File: config.mk
export PLATFORM = sky130hd
export DESIGN_NAME = joy2quad_accel
export DESIGN_NICKNAME = d
export VERILOG_FILES = /design/src/rtl/joy2quad_accel.sv
export SDC_FILE = /design/constraint.sdc
export NUM_CORES = 1
export LEC_CHECK = 0
export BUFFER_PORTS_ARGS = -buffer_cell sky130_fd_sc_hd__buf_2
export CELL_PAD_IN_SITES_DETAIL_PLACEMENT = 0
export CELL_PAD_IN_SITES_GLOBAL_PLACEMENT = 1
export CORE_AREA = 2 2 104 106
export DETAILED_ROUTE_END_ITERATION = 7
export DIE_AREA = 0 0 106 108
export PLACE_DENSITY = 0.92
export SLEW_MARGIN = 20
export SYNTH_ARGS = -nofsm -noshare
export SYNTH_HDL_FRONTEND = slang
export SYNTH_SLANG_ARGS = --single-unit
File: constraint.sdc
create_clock -name CLK -period 10.51 [get_ports CLK]
set_input_delay 0.5255 -clock CLK [delete_from_list [all_inputs] [get_ports CLK]]
set_output_delay 0.5255 -clock CLK [all_outputs]
set_load 0.005 [all_outputs]
File: src/rtl/joy2quad_accel.sv
// Joystick-to-quadrature encoder emulator: per-channel Gray-coded A/B stepping
// at a programmable period that optionally halves in stages while a direction is held.
module joy2quad_accel #(
  parameter int CHANNELS    = 2,
  parameter int DIV_W       = 16,
  parameter int ACCEL_EDGES = 16,
  parameter int ACCEL_MAX   = 3
) (
  input  logic                  CLK,
  input  logic                  RESET,
  input  logic [DIV_W-1:0]      clkdiv,
  input  logic                  accel_en,
  input  logic [CHANNELS-1:0]   right,
  input  logic [CHANNELS-1:0]   left,
  output logic [2*CHANNELS-1:0] steer,
  output logic [CHANNELS-1:0]   step,
  output logic [2*CHANNELS-1:0] level
);

  localparam int EC_W = (ACCEL_EDGES > 1) ? $clog2(ACCEL_EDGES) : 1;
  localparam logic [EC_W-1:0]  EC_LAST = EC_W'(ACCEL_EDGES - 1);
  localparam logic [EC_W-1:0]  EC_ONE  = EC_W'(1);
  localparam logic [1:0]       LVL_MAX = 2'(ACCEL_MAX);
  localparam logic [DIV_W-1:0] DIV_ONE = DIV_W'(1);

  // Shifted period, clamped to 1 so acceleration can never stall a running divider.
  function automatic logic [DIV_W-1:0] eff_period(input logic [DIV_W-1:0] div,
                                                  input logic [1:0]       lvl,
                                                  input logic             en);
    logic [DIV_W-1:0] sh;
    sh = en ? (div >> lvl) : div;
    if (sh == '0 && div != '0) sh = DIV_ONE;
    return sh;
  endfunction

  // Advance a Gray-coded {A,B} pair by one phase up or down.
  function automatic logic [1:0] gray_step(input logic [1:0] ab, input logic up);
    logic [1:0] p;
    p = {ab[1], ab[1] ^ ab[0]};
    p = up ? p + 2'd1 : p - 2'd1;
    return {p[1], p[1] ^ p[0]};
  endfunction

  for (genvar i = 0; i < CHANNELS; i++) begin : g_ch
    logic [1:0]       dir;       // {minus, plus}; 00 = idle
    logic [1:0]       dir_prev;
    logic [1:0]       ab;
    logic [1:0]       lvl;
    logic [EC_W-1:0]  ecnt;
    logic [DIV_W-1:0] cnt;
    logic [DIV_W-1:0] per;
    logic             fire;
    logic             stp;

    always_comb begin
      dir  = {left[i] & ~right[i], right[i] & ~left[i]};
      per  = eff_period(clkdiv, lvl, accel_en);
      fire = (cnt >= per - DIV_ONE);
    end

    // Single register stage: divider, phase, level and step pulse all update together.
    always_ff @(posedge CLK) begin
      if (RESET) begin
        dir_prev <= 2'b00;
        ab       <= 2'b00;
        lvl      <= 2'd0;
        ecnt     <= '0;
        cnt      <= '0;
        stp      <= 1'b0;
      end else begin
        dir_prev <= dir;
        stp      <= 1'b0;
        if (dir == 2'b00 || clkdiv == '0) begin
          cnt  <= '0;
          lvl  <= 2'd0;
          ecnt <= '0;
        end else if (dir_prev != 2'b00 && dir_prev != dir) begin
          // Reversal restarts from the base rate and spends this cycle without stepping.
          cnt  <= '0;
          lvl  <= 2'd0;
          ecnt <= '0;
        end else if (fire) begin
          cnt <= '0;
          stp <= 1'b1;
          ab  <= gray_step(ab, dir[0]);
          if (lvl < LVL_MAX) begin
            if (ecnt == EC_LAST) begin
              lvl  <= lvl + 2'd1;
              ecnt <= '0;
            end else begin
              ecnt <= ecnt + EC_ONE;
            end
          end
        end else begin
          cnt <= cnt + DIV_ONE;
        end
        if (!accel_en) begin
          lvl  <= 2'd0;
          ecnt <= '0;
        end
      end
    end

    assign steer[2*i +: 2] = ab;
    assign level[2*i +: 2] = lvl;
    assign step[i]         = stp;
  end

endmodule
### Word-level counts from Yosys, hierarchy flattened

Cells that the tools add are included.

* flip-flop bits (word level): 54
* bits in latches: 0
* bits in writable memories: 0
* bits in read-only memories: 0
* memories kept: 0

* add/sub/neg operators: 12
* $mul: 0
* divide/modulo/power cells: 0
* order comparisons: 4
* equal/unequal tests: 4
* shift operators: 2
* multiplexer cells: 10
* bitwise logic cells: 17
* reduce and logical (&&, ||, !) cells: 26

Operators by type and width (number)
* 16-bit two-way mux: 4
* 16-bit logical NOT: 3
* 16-bit by 1-bit adder with 16-bit output (second input constant): 2
* 16-bit greater-or-equal comparator: 2
* 16-bit by 2-bit >> shifter with 16-bit output: 2
* 16-bit by 1-bit subtractor with 16-bit output (second input constant): 2
* 16-bit nonzero test: 1
* 4-bit OR reduction: 4
* 3-bit AND reduction: 4
* 1-bit NOT: 9
* 2-bit by 1-bit adder with 2-bit output (second input constant): 4
* 4-bit by 1-bit adder with 4-bit output (second input constant): 2
* 4-bit == test (second input constant): 2
* 4-bit two-way mux: 2
* 3-bit OR reduction: 2
* 1-bit bitwise AND: 4
* 1-bit logical AND: 4
* 2-bit logical NOT: 2
* 2-bit less-than comparator (second input constant): 2
* 2-bit two-way mux: 2
* 2-bit != test: 2
* 2-bit AND reduction: 2
* 2-bit nonzero test: 2
* 2-bit by 1-bit subtractor with 2-bit output (second input constant): 2
* 3 further kinds: 8

### Longest topological paths before layout

Gate-level depths: netlist of run 1.

* depth in word-level cells: 8
* gate-level depth with buffers: 24
* mapped depth without buffers: 19

### Least setup slack after synthesis of run 1

Ideal clock, no wire load.

* path kind: input -> register
* start: input accel_en
* end: register g_ch[0].ecnt[0]
* library setup time: 0.076 ns
* data arrival time: 4.333 ns
* setup slack: 6.101 ns
* stages: 20
* path buffers: 1
* cells stage by stage: and2_4 buf_6 a22o_1 a21oi_2 nand4b_1 or4_4 nor3_1 nor2_1 ha_1 nand4_1 or2_2 nor2_1 xor2_1 ha_1 nand4_1 a211oi_1 a2111oi_0 o21a_1 or4b_2 a21boi_0

* word-level cells in the longest chain between the ends: 7

RTL lines
* start: declaration: RTL line 12 `input logic accel_en,`
* 16-bit two-way mux: RTL line 31 `sh = en ? (div >> lvl) : div;`
* 16-bit logical NOT: RTL line 32 `if (sh == '0 && div != '0) sh = DIV_ONE;`
* 1-bit logical AND: RTL line 32
* 16-bit two-way mux: RTL line 32
* 16-bit by 1-bit subtractor with 16-bit output: RTL line 58 `fire = (cnt >= per - DIV_ONE);`
* 16-bit greater-or-equal comparator: RTL line 58
* 2-bit AND reduction (no source line)
* end signal: assignment: RTL line 91 `ecnt <= ecnt + EC_ONE;`
* end: declaration: RTL line 49 `logic [EC_W-1:0] ecnt;`

Parallel ways exist; a longest one is shown, timed or not.
A chain may end at the register's enable or synchronous reset.

### Worst setup path after layout of run 1

* start: register g_ch[0].lvl[1]
* end: register g_ch[0].cnt[13]

* word-level cells in the longest chain between the ends: 8

RTL lines
* start: declaration: RTL line 48 `logic [1:0] lvl;`
* start signal: assignment: RTL line 88 `lvl <= lvl + 2'd1;`
* 16-bit by 2-bit >> shifter with 16-bit output (*): RTL line 31
* 16-bit two-way mux (*): RTL line 31
* 16-bit logical NOT: RTL line 32
* 1-bit logical AND: RTL line 32
* 16-bit two-way mux (*): RTL line 32
* 16-bit by 1-bit subtractor with 16-bit output (*): RTL line 58
* 16-bit greater-or-equal comparator (*): RTL line 58
* 4-bit OR reduction (no source line) (*)
* end signal: assignment: RTL line 95 `cnt <= cnt + DIV_ONE;`
* end: declaration: RTL line 50 `logic [DIV_W-1:0] cnt;`

Every way passes the cells marked *; elsewhere a longest branch is shown, timed or not.

==> results of run 1 <==
[cells in the final DEF, fill, tap and decap left out, types with 5 or more instances in the layout]
master    count
a21boi_0      5
a21o_1       11
a21oi_1      36
a31oi_1      13
and2_1        9
and3_1        7
buf_2        32
clkbuf_8      6
dfxtp_1      54
ha_1         44
inv_1        25
mux2i_1      22
nand2_1      47
nand2b_1     18
nand3_1      30
nand3b_1      6
nand4_1      16
nand4b_1      5
nor2_1       84
nor2b_1      13
nor3_1        7
nor4_1        6
o211ai_1      7
o21ai_0      27
xnor2_1      26
xor2_1       25
[power by group through the flow]
| stage | clock network (W) | logic, W | registers (W) |
|---|---|---|---|
| finish | 0.000149 | 0.0000867 | 0.000208 |
| global route | 0.000161 | 0.0000988 | 0.000208 |
| CTS | 0.000154 | 0.0000860 | 0.000208 |
| detailed placement | 0 | 0.0000853 | 0.000212 |
| global placement | 0 | 0.0000835 | 0.000212 |
| floorplan | 0 | 0.0000659 | 0.000212 |
[final timing paths]
kind / startpoint / slack (ns) / end
setup reg to reg: g_ch[0].lvl[1] / 4.84 / g_ch[0].cnt[13]
setup / recovery: g_ch[0].lvl[1] / 4.84 / g_ch[0].cnt[13]
hold / removal: RESET / 0.48 / g_ch[1].dir_prev[1]
hold reg to reg: g_ch[0].cnt[0] / 0.49 / g_ch[0].cnt[0]
[layout make-up]
| class | count | area share [%] |
|---|---|---|
| multi-input cells | 538 | 68.7 |
| clock inverters | 2 | 0.737 |
| well taps | 136 | 3.23 |
| flip-flops and latches | 54 | 20.5 |
| repair buffers | 34 | 3.33 |
| inverters | 27 | 1.92 |
| clock buffers | 6 | 1.57 |
[state kept, by name, indices dropped and copies added, names as in the netlist]
| name | cells |
|---|---|
| g_ch.stp | 2 |
| g_ch.ab | 4 |
| g_ch.lvl | 4 |
| g_ch.cnt | 32 |
| g_ch.ecnt | 8 |
| g_ch.dir_prev | 4 |
[kinds of logic after synthesis]
group	share of synthesized area [%]
AND/OR/NAND/NOR	27.1
XOR/XNOR	8.89
multiplexers	4.61
AO/OA/AOI/OAI	20.5
adder cells (fa/ha/maj)	11.0
flip-flops	21.5
buffers and inverters	6.48
[through the flow]
stage	cell area (µm²)	utilization [%]	total power, W	setup slack (ns)
after CTS	5270	51.5	0.000448	4.94
final	5270	51.5	0.000443	4.84
after floorplan	5020	-	0.000278	6.10
after global placement	5140	50.3	0.000296	5.00
after detailed placement	5140	50.3	0.000298	4.68
after global routing	5270	51.5	0.000468	4.41
[layer usage]
| metal | vias to the layer above | track usage (%) | routed length (µm) |
|---|---|---|---|
| li1 | 2374 | - | - |
| met4 | 0 | 5.26 | 139 |
| met3 | 16 | 2.53 | 652 |
| met2 | 142 | 36.5 | 5360 |
| met1 | 2181 | 28.1 | 5520 |
| met5 | - | 0 | 0 |
[worst max-delay path, cell delays in order (launching register included)]
cell,delay [ns]
dfxtp_1,0.85
and2_1,0.41
a21o_1,0.21
o22a_1,0.17
nand4_1,0.14
or4_4,0.51
nor3_1,0.27
nor2_1,0.11
ha_1,0.23
nand4_1,0.14
or2_2,0.17
nor2_1,0.05
xor2_1,0.14
ha_1,0.29
nand4_1,0.11
a211oi_1,0.07
a2111oi_0,0.70
o21a_1,0.41
nand2b_1,0.40
nor2_1,0.21
[Yosys cell counts (8+ instances only)]
cell,count
nand2b_1,18
buf_4,8
inv_1,25
xnor2_1,26
buf_2,14
nand3_1,30
o21ai_0,27
mux2i_1,22
clkbuf_1,19
nor2_1,84
and2_1,9
a21o_1,11
nand2_1,47
nand4_1,16
xor2_1,25
a21oi_1,36
dfxtp_1,54
nor2b_1,13
ha_1,44
a31oi_1,13
==> run metrics, run 1 <==
area fraction of the dominant cell type after synthesis=21.5%; Arr. time, crit path=5.91 ns; largest net degree at the start of global routing=44; count of input and output buffers=32; overall routed net length=11.7 mm; worst min-delay path class=in2reg; CTS Buf Count=5; wire per inst=14.7 µm; Final min period=5.67 ns; clock buffer depth=2; Setup crit end kind=flop; residual DRC count=0; Final Hold Vio Count=0; number of buffers added for setup after CTS=0; placed wire-length estimate=8.93 mm; CTS sink count=54; WP data required=10.75 ns; initial antenna violation count=0; layout cells sized above 1=8.77%; die height=108 µm; post-synth top area cell=dfxtp_1; Initial Util=49.1%; worst skew pair latency=0.31 ns; register area=0.00108 mm²; fillers=964; async set or reset register ratio after synthesis=0%; fin crit share=53.9%; final setup TNS=0 ns; chip width=106 µm; CP startpoint kind=flop; Int Pwr=0.000318 W; Sw Pwr=0.000125 W; Synth Instances=662; CTS tree=yes; kind of critical path=reg2reg; Syn Nets=729; largest cells by area after synthesis=dfxtp_1, ha_1, nor2_1, xnor2_1, mux2i_1; sequential share of power=46.8%; Synth Flop Type=dfxtp_1; vias post-DR=4713; n_diodes=0; Antenna Nets Post-Route=0; clock slew at the register clock pins of the worst setup and hold paths=0.10 ns; Hold Path Cell Cnt=2; Critical Path Fanout Max=23; Cell variety after synth=64; Min Hold Slack=0.480 ns; cells on worst reg2reg path=19; combinational share of power=19.6%; Sw Share=28.3%; sequential area share after synthesis=21.5%; Rel. slew slack=35.8%; yosys warns=0; die area=0.0114 mm²; initial DRC count=273; fin. max-slew vios=0; Initial DRT Pass Iterations=5; post-CTS sizing=0; vias in the first global route=4448; clk root buf=clkbuf_8; Post-Layout Cell Count=797; area of the multi-input gates=0.00362 mm²; FP Rows=37; Max Fclk=176 MHz; Core ar.=0.0102 mm²; Layout area overhead=4.83%; Worst Tran Pin Value=0.962 ns; first-pass GRT wire length=20.2 mm; Final setup viols=0; synthesized area=0.00502 mm²; hold buffers post-CTS=0; Max IR drop VDD=0.0000577 V; Synth Area per Inst=7.59 µm²; synthesis-stage register bit count=54; Post-synth EDFFs=0; P_leak=2.02 nW; Pwr Density=84.2 mW/mm²; status=finished clean; placed cell count=789; max-cap violations=0; GR Util All Layers=21.1%; Clk pwr share=33.6%; GRT overflow=0; Ports=33; htree depth=2; RePlAce Congestion=0.902; clk_skew=0.00993 ns; RSZ-0062 raised after global routing=false; layout net count=727; vias per inst=5.91
(Power assumes the default switching activity.)
==> run 2: changes to the inputs <==
ABC_AREA = 1   (was unset)
CORE_AREA = 2 2 111 113   (was 2 2 104 106)
DIE_AREA = 0 0 113 115   (was 0 0 106 108)
PLACE_DENSITY = 0.87   (was 0.92)
clock period = 5.9 ns   (was 10.51 ns; I/O delays follow)
==> run 2 against run 1 <==
Synthesized area increased by 1.2%. Combinational power increased by 110%. Critical path type unchanged. Routed wire length increased by 2.3%.
==> run metrics, run 2 <==
max layer used=met4; residual DRC count=0 (unchanged); die area=0.0130 mm² (+14%); final setup TNS=0 ns (unchanged); fillers=1292 (+34%); chip width=113 µm (+6.6%); placed wire-length estimate=9.65 mm (+8.0%); RePlAce Congestion=0.885 (-1.8%); CTS sink count=54 (unchanged); most frequent cell after synthesis=nand2_1; initial DRC count=290 (+6.2%); Setup crit end kind=flop; largest net degree at the start of global routing=25 (-43%); Max IR drop VDD=0.0000951 V (+65%); CP max stage delay=0.75 ns (-0.10 ns); worst skew pair latency=0.30 ns (about the same); clk root buf=clkbuf_16; clock buffer depth=2 (unchanged); fin crit share=80.9% (+27 points); n_diodes=0 (unchanged); Synth Flop Type=dfxtp_1; clk_skew=0.00421 ns (-0.00573 ns); CP max-delay cell=dfxtp_1; Core ar.=0.0118 mm² (+15%); Crit path max-delay family=simple AND/OR/NAND/NOR gates; CP dominant cell by count=nand2_1; Buf+Inv Stages, Crit Path=3 (+3); Pwr Density=157 mW/mm² (+87%); Cell variety after synth=37 (-42%); CTS tree=yes; P_leak=2.55 nW (+26%); total power=0.000861 W (+94%); vias post-DR=4840 (+2.7%); kind of critical path=reg2reg; Max Fclk=209 MHz (+19%); Syn Nets=877 (+20%); yosys warns=0 (unchanged); Final setup viols=0 (unchanged); worst-path cell chain=inv_1, nand2_1, nand2_1, nand2_1, nand3_2, nor2_1, nand2_1, nor2_1, a21oi_1, ha_1, nand2_2, nor2_2, nand3_2, nor2_2, nand2_1, xor2_1, ha_1, nand2_1, inv_1, nand3_1, inv_1, a21oi_1, nand4_1, nor3b_1; synthesized area=0.00508 mm² (+1.2%); largest registers=g_ch.cnt: 32 flops, g_ch.ecnt: 8 flops; Synth Area per Inst=6.27 µm² (-17%); Ports=33 (unchanged); status=finished clean; vias per inst=4.92 (-17%); post-synth top area cell=dfxtp_1; post-route cell area=0.00547 mm² (+3.8%); Layout area overhead=7.56%; largest cells by area after synthesis=dfxtp_1, nand2_1, ha_1, nor2_1, inv_1; Post-synth EDFFs=0 (unchanged); vias in the first global route=4523 (+1.7%); initial antenna violation count=0 (unchanged); Antenna Nets Post-Route=0 (unchanged); Rel. slew slack=53.7% (+18 points); number of flip-flops under the largest register name=32 (unchanged); CTS Buf Count=5 (unchanged); GR Util All Layers=19.3% (-1.9 points); area fraction of the dominant cell type after synthesis=21.3% (-0.25 points); die height=115 µm (+6.5%); wire per inst=12.2 µm (-17%); Final Util=46.3% (-5.2 points); count of input and output buffers=32 (unchanged); met1 WL=5.82 mm (+5.3%); Initial Util=43.0% (-6.1 points); Final Hold Vio Count=0 (unchanged); hold buffers post-CTS=0 (unchanged); most common cell after layout, fill and taps aside=nand2_1; WL met2=5.44 mm (+1.4%); htree depth=2 (unchanged); fin. max-slew vios=0 (unchanged); Critical Path Fanout Max=22 (-4.3%); layout net count=902 (+24%); async set or reset register ratio after synthesis=0% (unchanged); sequential area share after synthesis=21.3% (-0.25 points); Arr. time, crit path=4.99 ns (-0.92 ns); FP Rows=40 (+8.1%); synthesis-stage register bit count=54 (unchanged); Post-synth top cells=nand2_1, nor2_1, inv_1; commonest cells after routing, fill and taps aside=nand2_1, nor2_1, inv_1; Worst Tran Pin Value=0.693 ns (-0.269 ns); CP startpoint kind=flop; Placed Area=0.00532 mm² (+3.4%); max-cap violations=0 (unchanged); GRT overflow=0 (unchanged); Met3 Routed Length=416 µm (-36%); first-pass GRT wire length=20.6 mm (+1.9%); number of buffers added for setup after CTS=0 (unchanged); Synth Instances=810 (+22%); layout cells sized above 1=11.2% (+2.5 points); Final min period=4.78 ns (-0.894 ns); Initial DRT Pass Iterations=5 (unchanged); WP data required=6.11 ns (-4.64 ns); RSZ-0062 raised after global routing=false; post-CTS sizing=0 (unchanged); clock slew at the register clock pins of the worst setup and hold paths=0.07 ns (-0.03 ns); overall routed net length=12.0 mm (+2.3%); worst min-delay path class=in2reg; Biggest register=g_ch.cnt
-- run 2: metrics by stage --
stage                     instances  hold WS [ns]  setup WS, ns
after global placement          975         0.445          1.38
after detailed placement        975         0.463          1.19
after global routing            983         0.247         0.594
final                           983         0.237          1.12
after floorplan                 810         0.367          2.22
after CTS                       983         0.235          1.15
-- run 2: path summary, 6_finish.rpt --
| path | endpoint | startpoint | slack [ns] | cells after the start |
|---|---|---|---|---|
| worst max-delay path | g_ch[1].cnt[11] | g_ch[1].lvl[0] | 1.12 | 24 |
| worst min-delay path | g_ch[1].dir_prev[0] | RESET | 0.24 | 2 |
| worst max register to register | g_ch[1].cnt[11] | g_ch[1].lvl[0] | 1.12 | 24 |
| worst min register to register | g_ch[1].cnt[0] | g_ch[1].cnt[0] | 0.47 | 1 |
-- run 2: per-layer routing --
layer  track usage, %  up-vias
met5                0        -
met1             24.2     2107
met2             33.2       72
met4             6.59        0
met3             3.74       19
li1                 -     2642
-- run 2: worst register-to-register path: stages, from the launching register on --
cell,delay (ns)
dfxtp_1,0.75
inv_1,0.40
nand2_1,0.17
nand2_1,0.06
nand2_1,0.07
nand3_2,0.13
nor2_1,0.29
nand2_1,0.09
nor2_1,0.15
a21oi_1,0.14
ha_1,0.24
nand2_2,0.08
nor2_2,0.04
nand3_2,0.10
nor2_2,0.06
nand2_1,0.09
xor2_1,0.16
ha_1,0.25
nand2_1,0.09
inv_1,0.05
nand3_1,0.09
inv_1,0.05
a21oi_1,0.17
nand4_1,0.58
nor3b_1,0.37
-- run 2: kinds of logic (layout without fill, tap and decap cells) --
| group | count (synthesis) | in the layout | share of synthesized area (%) |
|---|---|---|---|
| and+or+nand+nor | 486 | 486 | 43.9 |
| buffers and inverters | 105 | 131 | 8.96 |
| AOI/OAI and AO/OA | 85 | 85 | 8.86 |
| DFF | 54 | 54 | 21.3 |
| adders and majority gates | 44 | 44 | 10.8 |
| xor gates and xnor gates | 36 | 36 | 6.20 |
-- run 2: layout make-up --
class / count / area [µm²] / share of cell area [%]
Multi-Input combinational cell: 651 / 3550 / 64.9
Sequential cell: 54 / 1080 / 19.8
Inverter: 90 / 340 / 6.23
Tap cell: 147 / 184 / 3.36
Timing Repair Buffer: 33 / 168 / 3.07
Clock buffer: 7 / 143 / 2.61
Clock inverter: 1 / 5.00 / 0.0916
-- run 2: power by group --
group          internal (W)  total (W)  switching, W
Sequential         0.000367   0.000369    0.00000231
Combinational     0.0000618   0.000186      0.000124
Clock              0.000169   0.000306      0.000137
Total              0.000598   0.000861      0.000263
==> run 3: changes to the inputs <==
clock period = 4.8 ns   (was 5.9 ns; I/O delays follow)
==> run 3 against run 2 <==
Clock power grew 21%. Sequential share of layout area decreased by 0.20 points. Sequential power grew 23%. Final cell count increased by 0.61%. Routed wire length fell by 0.28%. Final area is 1.0% higher. Clock skew up 0.00074 ns.
==> run metrics, run 3 (synthesis results as in run 2) <==
initial antenna violation count=0 (unchanged); Initial Util=43.0% (unchanged); GRT overflow=0 (unchanged); fillers=1293 (+0.077%); Biggest register=g_ch.cnt; CTS sink count=54 (unchanged); worst skew pair latency=0.31 ns (about the same); CP startpoint kind=flop; Layout area overhead=8.67%; residual DRC count=0 (unchanged); combinational share of power=21.8% (+0.2 points); clock buffer depth=2 (unchanged); n_diodes=0 (unchanged); CP dominant cell by count=nand2_1; Final min period=4.36 ns (-0.414 ns); max-cap violations=0 (unchanged); htree depth=2 (unchanged); clk_skew=0.00495 ns (+0.000740 ns); CP max-delay cell=dfxtp_1; fin crit share=90.9% (+9.9 points); number of flip-flops under the largest register name=32 (unchanged); Sw Share=31.4% (+0.84 points); RePlAce Congestion=0.875 (-1.1%); layout cells sized above 1=12.0% (+0.75 points); placed wire-length estimate=9.65 mm (about the same); Rel. slew slack=71.3% (+18 points); vias per inst=4.87 (-1.0%); Int Pwr=0.000722 W (+21%); RSZ-0062 raised after global routing=false; clock slew at the register clock pins of the worst setup and hold paths=0.07 ns (about the same); die area=0.0130 mm² (unchanged); fin. max-slew vios=0 (unchanged); vias in the first global route=4497 (-0.57%); kind of critical path=reg2reg; Initial DRT Pass Iterations=4 (-1); Final setup viols=0 (unchanged); WP data required=4.99 ns (-1.12 ns); Clk pwr share=35.1% (-0.4 points); total power=0.00105 W (+22%); cells on worst reg2reg path=26 (+8.3%); largest registers=g_ch.cnt: 32 flops, g_ch.ecnt: 8 flops; layout net count=908 (+0.67%); status=finished clean; Critical Path Fanout Max=16 (-27%); chip width=113 µm (unchanged); wire per inst=12.0 µm (-0.89%); most common cell after layout, fill and taps aside=nand2_1; launch point of the worst reg-to-reg path=g_ch[1].lvl[0]; GR Util All Layers=19.0% (-0.22 points); Sw Pwr=0.000331 W (+26%); Pwr Density=191 mW/mm² (+21%); Setup crit end kind=flop; Final Hold Vio Count=0 (unchanged); area of the multi-input gates=0.00355 mm² (unchanged); vias post-DR=4820 (-0.41%); sequential share of power=43.1% (+0.2 points); initial DRC count=258 (-11%); commonest cells after routing, fill and taps aside=nand2_1, nor2_1, inv_1; Worst Tran Pin Value=0.427 ns (-0.266 ns); register area=0.00108 mm² (unchanged); Min-Delay Endpoint=g_ch[0].dir_prev[0]; CTS tree=yes; Max IR drop VDD=0.000187 V (+96%); CP max stage delay=0.48 ns (-0.27 ns); first-pass GRT wire length=20.4 mm (-1.2%); final setup TNS=0 ns (unchanged); Core ar.=0.0118 mm² (unchanged); overall routed net length=11.9 mm (-0.28%); Arr. time, crit path=4.55 ns (-0.44 ns); Hold Path Cell Cnt=2 (unchanged); Max Fclk=229 MHz (+9.5%); worst min-delay path class=in2reg; largest net degree at the start of global routing=18 (-28%); clk root buf=clkbuf_16; R2R setup slack=0.44 ns (-0.69 ns); FP Rows=40 (unchanged); Ports=33 (unchanged); die height=115 µm (unchanged); count of input and output buffers=32 (unchanged); Antenna Nets Post-Route=0 (unchanged); P_leak=2.58 nW (+1.2%); RR Endpoint=g_ch[1].lvl[1]; min-delay src=RESET; CTS Buf Count=5 (unchanged)
==> run 3: power groups by stage <==
stage | registers, W | clock network [W] | logic [W]
2_1_floorplan | 0.000464 | 0 | 0.000170
3_3_place_gp | 0.000464 | 0 | 0.000228
3_5_place_dp | 0.000464 | 0 | 0.000228
4_1_cts | 0.000454 | 0.000384 | 0.000229
5_1_grt | 0.000454 | 0.000396 | 0.000264
6_report | 0.000454 | 0.000369 | 0.000229
==> run 3: worst max-delay path by stage <==
stage | from | end | slack, ns | cells after the start
finish | g_ch[1].lvl[0] | g_ch[1].lvl[1] | 0.44 | 26
CTS | g_ch[1].lvl[0] | g_ch[1].cnt[3] | 0.44 | 22
global placement | g_ch[1].lvl[0] | g_ch[1].cnt[2] | 0.59 | 22
global route | g_ch[1].lvl[0] | g_ch[1].ecnt[0] | 0.04 | 27
floorplan | g_ch[1].lvl[0] | g_ch[1].cnt[15] | 1.12 | 24
detailed placement | g_ch[1].lvl[0] | g_ch[1].cnt[3] | 0.48 | 22
==> run 3: critical path: cells and delay by family (launching register included) <==
kind | cells | cell delay [ns]
xor gates and xnor gates | 1 | 0.14
adders and majority gates | 2 | 0.53
buffers and inverters | 3 | 0.52
DFF | 1 | 0.48
AOI/OAI and AO/OA | 3 | 0.68
and+or+nand+nor | 17 | 1.88
==> run 3: repair_timing <==
item / 4_1_cts / 5_1_grt
endpoints found under the setup margin: 0 / 13
hold buffers: 0 / 0
gates resized for setup: 0 / 1
buffers inserted: 0 / 5
==> run 3: area by class of cell <==
class	instances	share of cell area [%]
flip-flops and latches	54	19.6
inverters	90	6.23
repair buffers	39	4.08
clock buffers	6	2.33
multi-input cells	651	64.2
clock inverters	2	0.249
well taps	147	3.33
==> run 3: stage by stage <==
| stage | setup slack [ns] | area [µm²] | instances | hold WS (ns) | utilization, % |
|---|---|---|---|---|---|
| 2_1_floorplan | 1.12 | 5080 | 810 | 0.312 | - |
| 5_1_grt | 0.0395 | 5520 | 989 | 0.190 | 46.8 |
| 4_1_cts | 0.435 | 5470 | 984 | 0.176 | 46.3 |
| 3_3_place_gp | 0.588 | 5330 | 976 | 0.446 | 45.1 |
| 6_report | 0.438 | 5520 | 989 | 0.176 | 46.8 |
| 3_5_place_dp | 0.480 | 5330 | 976 | 0.461 | 45.1 |
==> run 3: routing by layer <==
layer,up-vias,global-route usage [%],part of all wire [%]
li1,2646,-,-
met1,2085,24.2,49
met2,74,32.9,46
met3,15,4.22,4.1
met4,0,4.96,1.5
met5,-,0,0
